[config.mk]
export PLATFORM = sky130hd
export DESIGN_NAME = mmc1_serial_writer
export DESIGN_NICKNAME = d
export VERILOG_FILES = /design/src/rtl/mmc1_serial_writer.sv
export SDC_FILE = /design/constraint.sdc
export NUM_CORES = 1
export LEC_CHECK = 0
export ABC_AREA = 1
export BUFFER_PORTS_ARGS = -buffer_cell sky130_fd_sc_hd__buf_2
export CAP_MARGIN = 20
export CELL_PAD_IN_SITES_DETAIL_PLACEMENT = 1
export CELL_PAD_IN_SITES_GLOBAL_PLACEMENT = 2
export CORE_ASPECT_RATIO = 1.4
export CORE_UTILIZATION = 30
export CTS_CLUSTER_SIZE = 12
export DETAILED_ROUTE_END_ITERATION = 8
export PLACE_DENSITY_LB_ADDON = 0.1
export SYNTH_ARGS = -nofsm -noshare
export SYNTH_HDL_FRONTEND = slang
export SYNTH_SLANG_ARGS = --single-unit
[constraint.sdc]
create_clock -name ck -period 2 [get_ports ck]
set_input_delay 0.3 -clock ck [delete_from_list [all_inputs] [get_ports ck]]
set_output_delay 0.3 -clock ck [all_outputs]
set_load 0.02 [all_outputs]
[src/rtl/mmc1_serial_writer.sv]
// Bus master that loads one MMC1 register through its 5-bit serial port by emitting
// NES CPU write cycles (one data bit per write), optionally preceded by a shift-register reset write.
module mmc1_serial_writer #(
    parameter int M2_LO = 2,
    parameter int M2_HI = 2,
    parameter int GAP   = 1
) (
    input  logic       ck,
    input  logic       nres,
    input  logic       req_valid,
    output logic       req_ready,
    input  logic [1:0] req_reg,
    input  logic [4:0] req_data,
    input  logic       req_reset,
    output logic       done,
    output logic       cpu_m2,
    output logic       cpu_rnw,
    output logic       cpu_nromsel,
    output logic [1:0] cpu_a,
    output logic       cpu_d0,
    output logic       cpu_d7
);

    localparam int CYC = M2_LO + M2_HI;
    localparam int PW  = $clog2(CYC);
    localparam logic [PW-1:0] PH_LAST  = PW'(CYC - 1);
    localparam logic [PW-1:0] PH_M2    = PW'(M2_LO);
    localparam logic [1:0]    GAP_LAST = 2'(GAP - 1);

    typedef enum logic [1:0] {S_IDLE, S_RST_WR, S_BIT_WR, S_GAP} state_t;

    state_t          state_reg, state_next;
    logic [PW-1:0]   phase_reg, phase_next;
    logic [1:0]      gap_reg, gap_next;
    logic [2:0]      bit_reg, bit_next;
    logic [1:0]      reg_l_reg, reg_l_next;
    logic [4:0]      data_l_reg, data_l_next;
    logic            m2_reg, m2_next;
    logic            rnw_reg, rnw_next;
    logic            nromsel_reg, nromsel_next;
    logic [1:0]      a_reg, a_next;
    logic            d0_reg, d0_next;
    logic            d7_reg, d7_next;
    logic            done_reg, done_next;
    logic            cyc_end;
    logic [4:0]      data_shift;

    assign cyc_end = (phase_reg == PH_LAST);

    always_comb begin
        state_next  = state_reg;
        phase_next  = cyc_end ? '0 : phase_reg + PW'(1);
        gap_next    = gap_reg;
        bit_next    = bit_reg;
        reg_l_next  = reg_l_reg;
        data_l_next = data_l_reg;

        case (state_reg)
            S_IDLE: begin
                phase_next = '0;
                if (req_valid) begin
                    state_next  = req_reset ? S_RST_WR : S_BIT_WR;
                    bit_next    = 3'd0;
                    reg_l_next  = req_reg;
                    data_l_next = req_data;
                end
            end
            S_RST_WR: begin
                if (cyc_end) begin
                    state_next = S_GAP;
                    gap_next   = 2'd0;
                end
            end
            S_BIT_WR: begin
                if (cyc_end) begin
                    state_next = S_GAP;
                    gap_next   = 2'd0;
                    bit_next   = (bit_reg == 3'd5) ? 3'd5 : bit_reg + 3'd1;
                end
            end
            S_GAP: begin
                if (cyc_end) begin
                    if (gap_reg == GAP_LAST)
                        state_next = (bit_reg >= 3'd5) ? S_IDLE : S_BIT_WR;
                    else
                        gap_next = gap_reg + 2'd1;
                end
            end
            default: state_next = S_IDLE;
        endcase
    end

    // Bus outputs are computed from the upcoming state so they change on the same edge as it.
    assign data_shift = data_l_next >> bit_next;

    always_comb begin
        m2_next      = (state_next != S_IDLE) && (phase_next >= PH_M2);
        rnw_next     = 1'b1;
        nromsel_next = 1'b1;
        a_next       = 2'd0;
        d0_next      = 1'b0;
        d7_next      = 1'b0;
        done_next    = (state_next == S_IDLE) && (state_reg == S_GAP);

        case (state_next)
            S_RST_WR: begin
                rnw_next     = 1'b0;
                nromsel_next = ~m2_next;
                a_next       = reg_l_next;
                d7_next      = 1'b1;
            end
            S_BIT_WR: begin
                rnw_next     = 1'b0;
                nromsel_next = ~m2_next;
                a_next       = reg_l_next;
                d0_next      = data_shift[0];
            end
            S_GAP: begin
                a_next  = a_reg;
                d0_next = d0_reg;
                d7_next = d7_reg;
            end
            default: ;
        endcase
    end

    always_ff @(posedge ck or negedge nres) begin
        if (!nres) begin
            state_reg   <= S_IDLE;
            phase_reg   <= '0;
            gap_reg     <= 2'd0;
            bit_reg     <= 3'd0;
            reg_l_reg   <= 2'd0;
            data_l_reg  <= 5'd0;
            m2_reg      <= 1'b0;
            rnw_reg     <= 1'b1;
            nromsel_reg <= 1'b1;
            a_reg       <= 2'd0;
            d0_reg      <= 1'b0;
            d7_reg      <= 1'b0;
            done_reg    <= 1'b0;
        end else begin
            state_reg   <= state_next;
            phase_reg   <= phase_next;
            gap_reg     <= gap_next;
            bit_reg     <= bit_next;
            reg_l_reg   <= reg_l_next;
            data_l_reg  <= data_l_next;
            m2_reg      <= m2_next;
            rnw_reg     <= rnw_next;
            nromsel_reg <= nromsel_next;
            a_reg       <= a_next;
            d0_reg      <= d0_next;
            d7_reg      <= d7_next;
            done_reg    <= done_next;
        end
    end

    assign req_ready   = (state_reg == S_IDLE);
    assign done        = done_reg;
    assign cpu_m2      = m2_reg;
    assign cpu_rnw     = rnw_reg;
    assign cpu_nromsel = nromsel_reg;
    assign cpu_a       = a_reg;
    assign cpu_d0      = d0_reg;
    assign cpu_d7      = d7_reg;

endmodule
==> results of run 1 <==
-- power groups by stage --
stage	logic, mW	registers, mW	clock network (mW)
final	1.30	0.777	0.299
after detailed placement	1.34	0.789	0
after CTS	1.35	0.781	0.315
after floorplan	0.914	0.846	0
after global placement	1.31	0.781	0
after global routing	1.48	0.805	0.333
-- final cells by class --
| class | count | area [sq um] |
|---|---|---|
| Fill cell | 464 | 2340 |
| Sequential cell | 24 | 603 |
| Multi-Input combinational cell | 90 | 484 |
| Inverter | 20 | 75.1 |
| Clock buffer | 4 | 45.0 |
| Tap cell | 42 | 52.6 |
| Timing Repair Buffer | 21 | 110 |
-- through the flow --
| step | setup slack [ns] | instances | total power, mW | hold WS (ns) |
|---|---|---|---|---|
| 2_1_floorplan | 0.334 | 136 | 1.76 | 0.00441 |
| 3_3_place_gp | 0.230 | 197 | 2.09 | 0.330 |
| 3_5_place_dp | 0.139 | 197 | 2.13 | 0.332 |
| 4_1_cts | 0.124 | 201 | 2.44 | 0.0276 |
| 5_1_grt | 0.0310 | 201 | 2.62 | 0.0571 |
| 6_report | 0.162 | 201 | 2.38 | 0.00422 |
-- layout by cell type, fill, tap and decap left out --
cell type,instances
a211oi_1,1
a21oi_1,2
buf_2,19
buf_4,2
clkbuf_1,1
clkbuf_8,3
dfrtp_1,22
dfstp_2,2
ha_1,5
inv_1,19
inv_2,1
mux2_2,2
nand2_1,38
nand2_2,3
nand2_4,2
nand3_1,16
nor2_1,5
nor2_4,2
nor3_1,1
o211ai_1,1
o21ai_0,8
o21ai_1,2
o21bai_1,1
o22ai_1,1
-- logic make-up after synthesis --
| logic type | synth area share (%) |
|---|---|
| AND/OR/NAND/NOR | 26.3 |
| flip-flops | 51.1 |
| multiplexers | 1.91 |
| buffers and inverters | 7.94 |
| adder cells (fa/ha/maj) | 5.30 |
| AO/OA/AOI/OAI | 7.52 |
-- per-layer routing --
layer  vias up  GRT usage [%]
li1        477              -
met1       466           20.4
met2        15           26.1
met3         4           2.79
met5         -              0
met4         0           8.00
-- worst max-delay path: stages, from the launching register on --
cell and delay [ns]:
dfrtp_1 0.44, inv_1 0.12, ha_1 0.32, buf_4 0.22, buf_2 0.17
-- worst max-delay path by stage --
stage | start | endpoint | slack, ns
final | state_reg[1]$_DFF_PN0_ | req_ready | 0.16
after global routing | state_reg[1]$_DFF_PN0_ | cpu_d0$_DFFE_PN0P_ | 0.03
after CTS | state_reg[1]$_DFF_PN0_ | cpu_a[1]$_DFFE_PN0P_ | 0.12
after detailed placement | state_reg[1]$_DFF_PN0_ | cpu_a[1]$_DFFE_PN0P_ | 0.14
after global placement | state_reg[1]$_DFF_PN0_ | cpu_a[1]$_DFFE_PN0P_ | 0.23
after floorplan | state_reg[0]$_DFF_PN0_ | cpu_a[0]$_DFFE_PN0P_ | 0.33
==> metrics.csv, run 1 <==
stage,metric,value,unit
floorplan,boundaryPins,20,
run_status,outcome,"complete, no violations",
finish,finish.utilization,36.9,%
pwr,power-per-cell-area,1740,nW/um^2
clocking,clkLatencyLatePin,0.27,ns
global_route,antenna_found_initial,0,
floorplan,rows,26,
setup_path,worstPathArrival,1.54,ns
min_path,holdCritPathClass,in2async,
clocking,post_cts_buffers,0,
drt,top_layer,met4,
synth,syn_area,1180,sq um
floorplan,start_util,31.8,%
global_route,grt_pass1_wl,4.84,mm
clocking,cts_buffers,3,
synth,async_flop_share,100,%
synth,synthMostInstantiatedCell,nand2_1,
clocking,postCtsHoldBufs,0,
synth,synth-seq-cells,24,
global_route,grt_pass1_vias,1019,
clocking,clkTransAtPathRegs,0.08,ns
finish,fin_area,1370,sq um
drt,wl_met2,1.54,mm
drt,drt_drc_violations_left,0,
placement,place_area,1330,sq um
synth,yosys_warnings,0,
synth,synthCells,136,
drt,routedLengthMet1,1.18,mm
synth,synth_area_leaders,"dfrtp_1 47%, nand2_1 12%, nand3_1 6.8%, inv_1 6.0%, ha_1 5.3%",
sta,finalHoldViolations,0,
placement,gp_congestion,0.766,
drt,drt-wirelength-per-cell,14.3,microns
setup_path,worstSetupEndpointType,primary output,
drt,dr_wl_met3,86,microns
clocking,cts_tree,done,
setup_path,reg2reg_setup_slack,0.18,ns
finish,largest_reg_flops,5,
pwr,p_int,1.28,mW
setup_path,cp-start-kind,flop,
drt,num_vias,962,
finish,finalNetCount,176,
global_route,grt_max_degree,25,
synth,synth.top_cell.area_share,46.6,%
drt,drtIter0Drc,4,
placement,portBuffers,19,
synth,synthFlopType,dfrtp_1,
sta,fin_crit_sh,91.9,%
job,drv_cap,0,
finish,area_growth,16.0,%
clocking,cts.sinks,24,
clocking,cts-root-buf,clkbuf_8,
pwr,pwr-share-seq,32.7,%
sta,tns,0,ns
setup_path,r2r-start,state_reg[1]$_DFF_PN0_,
setup_path,reg2regPathDepth,10,
floorplan,core-area,3710,sq um
setup_path,cp.required,1.70,ns
sta,setup_viol,0,
clocking,cts-resized-gates,0,
synth,synth_common_cells,"38 x nand2_1, 22 x dfrtp_1, 19 x inv_1",
pwr,netSwitchingPower,1.10,mW
sta,layout_min_cycle_time,1.84,ns
pwr,power.leakage,0.733,nW
synth,synth_edf_count,0,
finish,num_antenna_cells,0,
global_route,grt_usage,16.4,%
synth,synth_top_cell_by_area,dfrtp_1,
floorplan,die-area,4200,sq um
sta,fmax,544,MHz
pwr,p_clk_share,12.6,%
drt,dr.pass1.iters,4,
drt,via_per_inst,4.79,
finish,drive_gt1_share,22.6,%
drt,drt_wl_total,2.87,mm
synth,syn_avg_cell_area,8.68,sq um
sta,max_slew_margin,64.0,%
setup_path,critical_path_class,reg2out,
sta,skew,0.00122,ns
sta,worst_pin_slew,0.540,ns
drt,ant_nets,0,
setup_path,timing.rr.end,cpu_a[1]$_DFFE_PN0P_,
pwr,swShare,46.1,%
sta,slew_viol_final,0,
synth,syn_nets,152,
synth,yosysUniqueCellTypes,22,
setup_path,cp_max_fo,6,
placement,post-dp-hpwl,2.30,mm
floorplan,die_w,55.0,microns
synth,synth-seq-area-share,51.1,%
clocking,clockBufferDepth,2,
clocking,htree_levels,1,
pwr,combinationalPowerShare,54.8,%
global_route,overflow,0,
pwr,vdd_drop_max,0.843,mV
floorplan,dieHeight,76.2,microns
sta,rsz0062_at_grt,false,
No activity file was read; power rests on OpenSTA's default activity.
==> run 2: changes to the inputs <==
- CORE_ASPECT_RATIO: 1.4 -> default
==> metrics.csv, run 2 (synthesized netlist as in run 1, its figures left out) <==
stage,metric,value,unit,change
run_status,outcome,finished with violations,,"was complete, no violations"
run_status,violations,negative hold slack,,
finish,layout_commonest_cell,nand2_1,,unchanged
pwr,power-per-cell-area,1780,nW/um^2,was 1740 nW/um^2
finish,drive_gt1_share,23.9,%,was 22.6%
finish,fin_area,1410,sq um,was 1370 sq um
drt,via_per_inst,4.56,,was 4.79
drt,drt_drc_violations_left,0,,unchanged
finish,num_antenna_cells,0,,unchanged
floorplan,core-area,3720,sq um,was 3710 sq um
floorplan,rows,22,,was 26
sta,finalHoldViolations,2,,was 0
placement,portBuffers,19,,unchanged
sta,fin_ws,0.239,ns,was 0.162 ns
finish,layout_common_cells,"38 x nand2_1, 22 x dfrtp_1, 19 x inv_1, 19 x buf_2, 16 x nand3_1",,unchanged
placement,gp_congestion,0.747,,was 0.766
placement,dp_slack,0.102,ns,was 0.139 ns
sta,tns,0,ns,unchanged
setup_path,worstPathArrival,1.98,ns,was 1.54 ns
clocking,clockBufferDepth,2,,unchanged
global_route,grt_usage,15.0,%,was 16.4%
global_route,overflow,0,,unchanged
sta,max_slew_margin,63.9,%,was 64.0%
setup_path,cp.required,2.22,ns,was 1.70 ns
setup_path,cp-start-kind,flop,,unchanged
floorplan,dieHeight,64.7,microns,was 76.2 microns
finish,fin_cells,207,,was 201
min_path,holdCritPathClass,in2async,,unchanged
placement,place_area,1330,sq um,about the same
setup_path,critical_path_class,reg2reg,,was reg2out
clocking,cts_tree,done,,unchanged
global_route,grt_pass1_wl,4.80,mm,was 4.84 mm
global_route,grt_pass1_vias,1061,,was 1019
clocking,postCtsHoldBufs,0,,unchanged
floorplan,die-area,4190,sq um,was 4200 sq um
drt,ant_nets,0,,unchanged
placement,post-dp-hpwl,2.03,mm,was 2.30 mm
sta,fmax,568,MHz,was 544 MHz
clocking,cts.sinks,24,,unchanged
sta,worst_pin_slew,0.541,ns,was 0.540 ns
setup_path,cp_max_fo,10,,was 6
clocking,cts-root-buf,clkbuf_8,,unchanged
clocking,post_cts_buffers,0,,unchanged
pwr,p_total,2.50,mW,was 2.38 mW
sta,whs,-0.00157,ns,was 0.00422 ns
floorplan,boundaryPins,20,,unchanged
drt,num_vias,943,,was 962
finish,finalNetCount,176,,unchanged
clocking,htree_levels,1,,unchanged
floorplan,die_w,64.7,microns,was 55.0 microns
finish,area_growth,19.1,%,was 16.0%
sta,layout_min_cycle_time,1.76,ns,was 1.84 ns
floorplan,start_util,31.8,%,about the same
sta,fin_crit_sh,88.1,%,was 91.9%
drt,drt-wirelength-per-cell,12.5,microns,was 14.3 microns
pwr,vdd_drop_max,0.655,mV,was 0.843 mV
job,drv_cap,0,,unchanged
drt,drt_wl_total,2.60,mm,was 2.87 mm
clocking,clkTransAtPathRegs,0.09,ns,was 0.08 ns
clocking,clkLatencyLatePin,0.27,ns,about the same
finish,finish.utilization,37.8,%,was 36.9%
drt,dr.pass1.iters,4,,unchanged
sta,setup_viol,0,,unchanged
clocking,cts_buffers,3,,unchanged
pwr,power.leakage,0.744,nW,was 0.733 nW
finish,fillerInstances,466,,was 464
sta,skew,0.00137,ns,was 0.00122 ns
sta,slew_viol_final,0,,unchanged
sta,rsz0062_at_grt,false,,unchanged
global_route,grt_max_degree,25,,unchanged
drt,drtIter0Drc,5,,was 4
finish,largest_reg_flops,5,,unchanged
setup_path,worstSetupEndpointType,flop,,was primary output
global_route,antenna_found_initial,0,,unchanged
placement,placed_cells,203,,was 197
==> run 2: where the power goes <==
| group | internal, mW | switching (mW) | leakage [nW] |
|---|---|---|---|
| registers | 0.696 | 0.0677 | 0.304 |
| logic | 0.450 | 0.854 | 0.405 |
| clock network | 0.268 | 0.165 | 0.0357 |
| total | 1.41 | 1.09 | 0.744 |
==> run 2: path summary, 6_finish.rpt <==
kind | slack [ns] | depth (start not counted) | start | endpoint
worst max-delay path | 0.24 | 12 | state_reg[0]$_DFF_PN0_ | cpu_d0$_DFFE_PN0P_
worst min-delay path | -0.002 | 1 | nres | gap_reg[0]$_DFFE_PN0P_
worst max register to register | 0.24 | 12 | state_reg[0]$_DFF_PN0_ | cpu_d0$_DFFE_PN0P_
worst min register to register | 0.44 | 1 | phase_reg[0]$_DFF_PN0_ | phase_reg[0]$_DFF_PN0_
max in group asynchronous | 1.63 | 1 | nres | cpu_rnw$_DFF_PN1_
min in group ck | 0.28 | 2 | req_reg[1] | reg_l_reg[1]$_DFF_PN0_
==> run 2: layout make-up <==
| type | instances | area, sq um | share of cell area, % |
|---|---|---|---|
| sequential | 24 | 603 | 42.9 |
| multi-input combinational | 90 | 487 | 34.6 |
| timing repair buffer | 21 | 110 | 7.83 |
| inverter | 20 | 75.1 | 5.34 |
| tap | 48 | 60.1 | 4.27 |
| clock buffer | 3 | 41.3 | 2.94 |
| clock inverter | 1 | 30.0 | 2.14 |
==> run 2: metal layers <==
layer | up-vias | routed length (microns) | GRT usage (%)
met1 | 445 | 1230 | 18.6
met5 | - | 0 | 0
met2 | 18 | 1240 | 25.4
met4 | 0 | 13 | 3.33
met3 | 2 | 114 | 4.40
li1 | 478 | - | -
==> run 2: critical path: stages, from the launching register on <==
cell and delay [ns]:
dfrtp_1 0.42, inv_1 0.11, ha_2 0.33, nand2_4 0.12, o21ai_1 0.12, o21ai_1 0.12
nand2_1 0.13, inv_1 0.08, nand3_1 0.08, nand2_1 0.05, nand2_1 0.05, nand2_1 0.05
nand2_1 0.05
==> run 2: what timing repair did <==
| action | in CTS | in global routing |
|---|---|---|
| endpoints found under the hold margin | 0 | 0 |
| endpoints found under the setup margin | 0 | 6 |
| gates resized for setup | 0 | 1 |
==> run 3: changes to the inputs <==
- HOLD_SLACK_MARGIN: default -> 0.02
==> metrics.csv, run 3 (synthesized netlist as in run 1, its figures left out) <==
stage,metric,value,unit,change
clocking,cts_tree,done,,unchanged
floorplan,boundaryPins,20,,unchanged
drt,drtIter0Drc,9,,was 5
drt,drt-wirelength-per-cell,12.5,microns,about the same
setup_path,worstSetupEndpointType,flop,,unchanged
global_route,antenna_found_initial,0,,unchanged
min_path,holdCritPathClass,in2reg,,was in2async
setup_path,critical_path_class,reg2reg,,unchanged
setup_path,startpoint,state_reg[0]$_DFF_PN0_,,unchanged
global_route,grt_usage,15.0,%,unchanged
drt,via_per_inst,4.55,,was 4.56
finish,layout_commonest_cell,nand2_1,,unchanged
drt,drt_drc_violations_left,0,,unchanged
clocking,htree_levels,1,,unchanged
sta,fin_crit_sh,88.1,%,unchanged
pwr,combinationalPowerShare,52.2,%,was 52.1%
clocking,cts-root-buf,clkbuf_8,,unchanged
placement,placed_cells,203,,unchanged
setup_path,path_cells,inv_1 > ha_2 > nand2_4 > o21ai_1 > o21ai_1 > nand2_1 > inv_1 > nand3_1 > nand2_1 > nand2_1 > nand2_1 > nand2_1,,unchanged
floorplan,core-area,3720,sq um,unchanged
clocking,cts_buffers,3,,unchanged
drt,drt_wl_total,2.60,mm,about the same
floorplan,start_util,31.8,%,unchanged
floorplan,die-area,4190,sq um,unchanged
setup_path,path_depth,12,,unchanged
floorplan,rows,22,,unchanged
finish,num_antenna_cells,0,,unchanged
clocking,clkTransAtPathRegs,0.09,ns,about the same
drt,num_vias,946,,was 943
setup_path,cp-start-kind,flop,,unchanged
sta,whs,0.279,ns,was -0.00157 ns
clocking,cts.sinks,24,,unchanged
finish,finalNetCount,177,,was 176
sta,rsz0062_at_grt,false,,unchanged
setup_path,crit_family,simple AND/OR/NAND/NOR gates,,unchanged
global_route,grt_pass1_wl,4.80,mm,unchanged
pwr,p_int,1.41,mW,about the same
pwr,swShare,43.5,%,about the same
clocking,clockBufferDepth,2,,unchanged
finish,layout_common_cells,"38 x nand2_1, 22 x dfrtp_1, 19 x inv_1, 19 x buf_2, 16 x nand3_1",,unchanged
setup_path,cp_max_fo,10,,unchanged
pwr,p_clk_share,17.3,%,about the same
global_route,grt_pass1_vias,1061,,unchanged
setup_path,timing.rr.end,cpu_d0$_DFFE_PN0P_,,unchanged
pwr,power-per-cell-area,1770,nW/um^2,was 1780 nW/um^2
sta,worst_pin_slew,0.544,ns,was 0.541 ns
placement,post-dp-hpwl,2.03,mm,unchanged
finish,fin_cells,208,,was 207
finish,area_growth,19.9,%,was 19.1%
sta,finalHoldViolations,0,,was 2
pwr,netSwitchingPower,1.09,mW,about the same
drt,dr.pass1.iters,4,,unchanged
pwr,pwr-share-seq,30.5,%,about the same
sta,setup_viol,0,,unchanged
setup_path,max_stage_delay,0.42,ns,about the same
finish,fillerInstances,468,,was 466
sta,slew_viol_final,0,,unchanged
placement,portBuffers,19,,unchanged
clocking,clkLatencyLatePin,0.27,ns,about the same
pwr,p_total,2.50,mW,about the same
job,drv_cap,0,,unchanged
placement,gp_congestion,0.747,,unchanged
finish,largest_reg_flops,5,,unchanged
drt,ant_nets,0,,unchanged
setup_path,crit_end,cpu_d0$_DFFE_PN0P_,,unchanged
sta,fmax,568,MHz,unchanged
sta,skew,0.00137,ns,unchanged
sta,tns,0,ns,unchanged
setup_path,reg2reg_setup_slack,0.24,ns,about the same
pwr,power.leakage,0.748,nW,was 0.744 nW
floorplan,die_w,64.7,microns,unchanged
setup_path,cp_slowest_cell,dfrtp_1,,unchanged
setup_path,reg2regPathDepth,12,,unchanged
setup_path,cp.required,2.22,ns,about the same
global_route,grt_max_degree,25,,unchanged
finish,drive_gt1_share,23.8,%,was 23.9%
global_route,overflow,0,,unchanged
setup_path,worstPathArrival,1.98,ns,about the same
sta,layout_min_cycle_time,1.76,ns,unchanged
setup_path,cp_common_cell,nand2_1,,unchanged
sta,max_slew_margin,63.7,%,was 63.9%
floorplan,dieHeight,64.7,microns,unchanged
run_status,outcome,"complete, no violations",,was finished with violations
pwr,vdd_drop_max,0.655,mV,about the same
setup_path,r2r-start,state_reg[0]$_DFF_PN0_,,unchanged
setup_path,cp.buffers_inverters,2,,unchanged
-- run 3: cell types whose count changed in the layout (fill, tap and decap cells not counted), sizes merged --
| cell | before | now |
|---|---|---|
| dlygate4sd3 | 0 | 1 |
-- run 3: final cells by class --
class / instances / area [sq um] / share of cell area (%)
Clock buffer: 3 / 41.3 / 2.92
Clock inverter: 1 / 30.0 / 2.12
Inverter: 20 / 75.1 / 5.30
Multi-Input combinational cell: 90 / 487 / 34.4
Sequential cell: 24 / 603 / 42.6
Tap cell: 48 / 60.1 / 4.24
Timing Repair Buffer: 22 / 120 / 8.48
-- run 3: stage by stage --
stage / utilization, % / cell area [sq um] / setup slack [ns]
after floorplan: - / 1180 / 0.334
after global placement: 35.9 / 1330 / 0.164
after detailed placement: 35.9 / 1330 / 0.102
after CTS: 38.0 / 1410 / 0.0920
after global routing: 38.1 / 1420 / 0.00116
final: 38.1 / 1420 / 0.239
-- run 3: layer usage --
layer	GRT usage, %	wire [microns]
met3	4.40	114
met4	3.33	13
met2	25.4	1240
met5	0	0
met1	18.6	1240
-- run 3: worst min-delay path by stage --
stage,cells after the start,start,endpoint
4_1_cts,2,req_reg[1],reg_l_reg[1]$_DFF_PN0_
5_1_grt,2,req_reg[0],reg_l_reg[0]$_DFF_PN0_
3_5_place_dp,1,nres,gap_reg[0]$_DFFE_PN0P_
3_3_place_gp,1,nres,gap_reg[0]$_DFFE_PN0P_
6_report,2,req_reg[1],reg_l_reg[1]$_DFF_PN0_
2_1_floorplan,0,nres,bit_reg[0]$_DFF_PN0_
-- run 3: worst reg2reg max path, stage by stage, from the launching register on --
cell,delay [ns]
dfrtp_1,0.42
inv_1,0.11
ha_2,0.33
nand2_4,0.12
o21ai_1,0.12
o21ai_1,0.12
nand2_1,0.13
inv_1,0.08
nand3_1,0.08
nand2_1,0.05
nand2_1,0.05
nand2_1,0.05
nand2_1,0.05
-- run 3: power by group through the flow --
stage / sequential, mW / combinational [mW] / clock [mW]
after CTS: 0.769 / 1.33 / 0.452
final: 0.764 / 1.31 / 0.433
after floorplan: 0.846 / 0.914 / 0
after global placement: 0.770 / 1.31 / 0
after detailed placement: 0.777 / 1.32 / 0
after global routing: 0.793 / 1.53 / 0.464
-- run 3: timing repair --
item,4_1_cts,5_1_grt
setup buffers,0,0
hold buffers,1,0
setup endpoints to repair,0,6
resized for setup,0,1
endpoints found under the hold margin,19,0
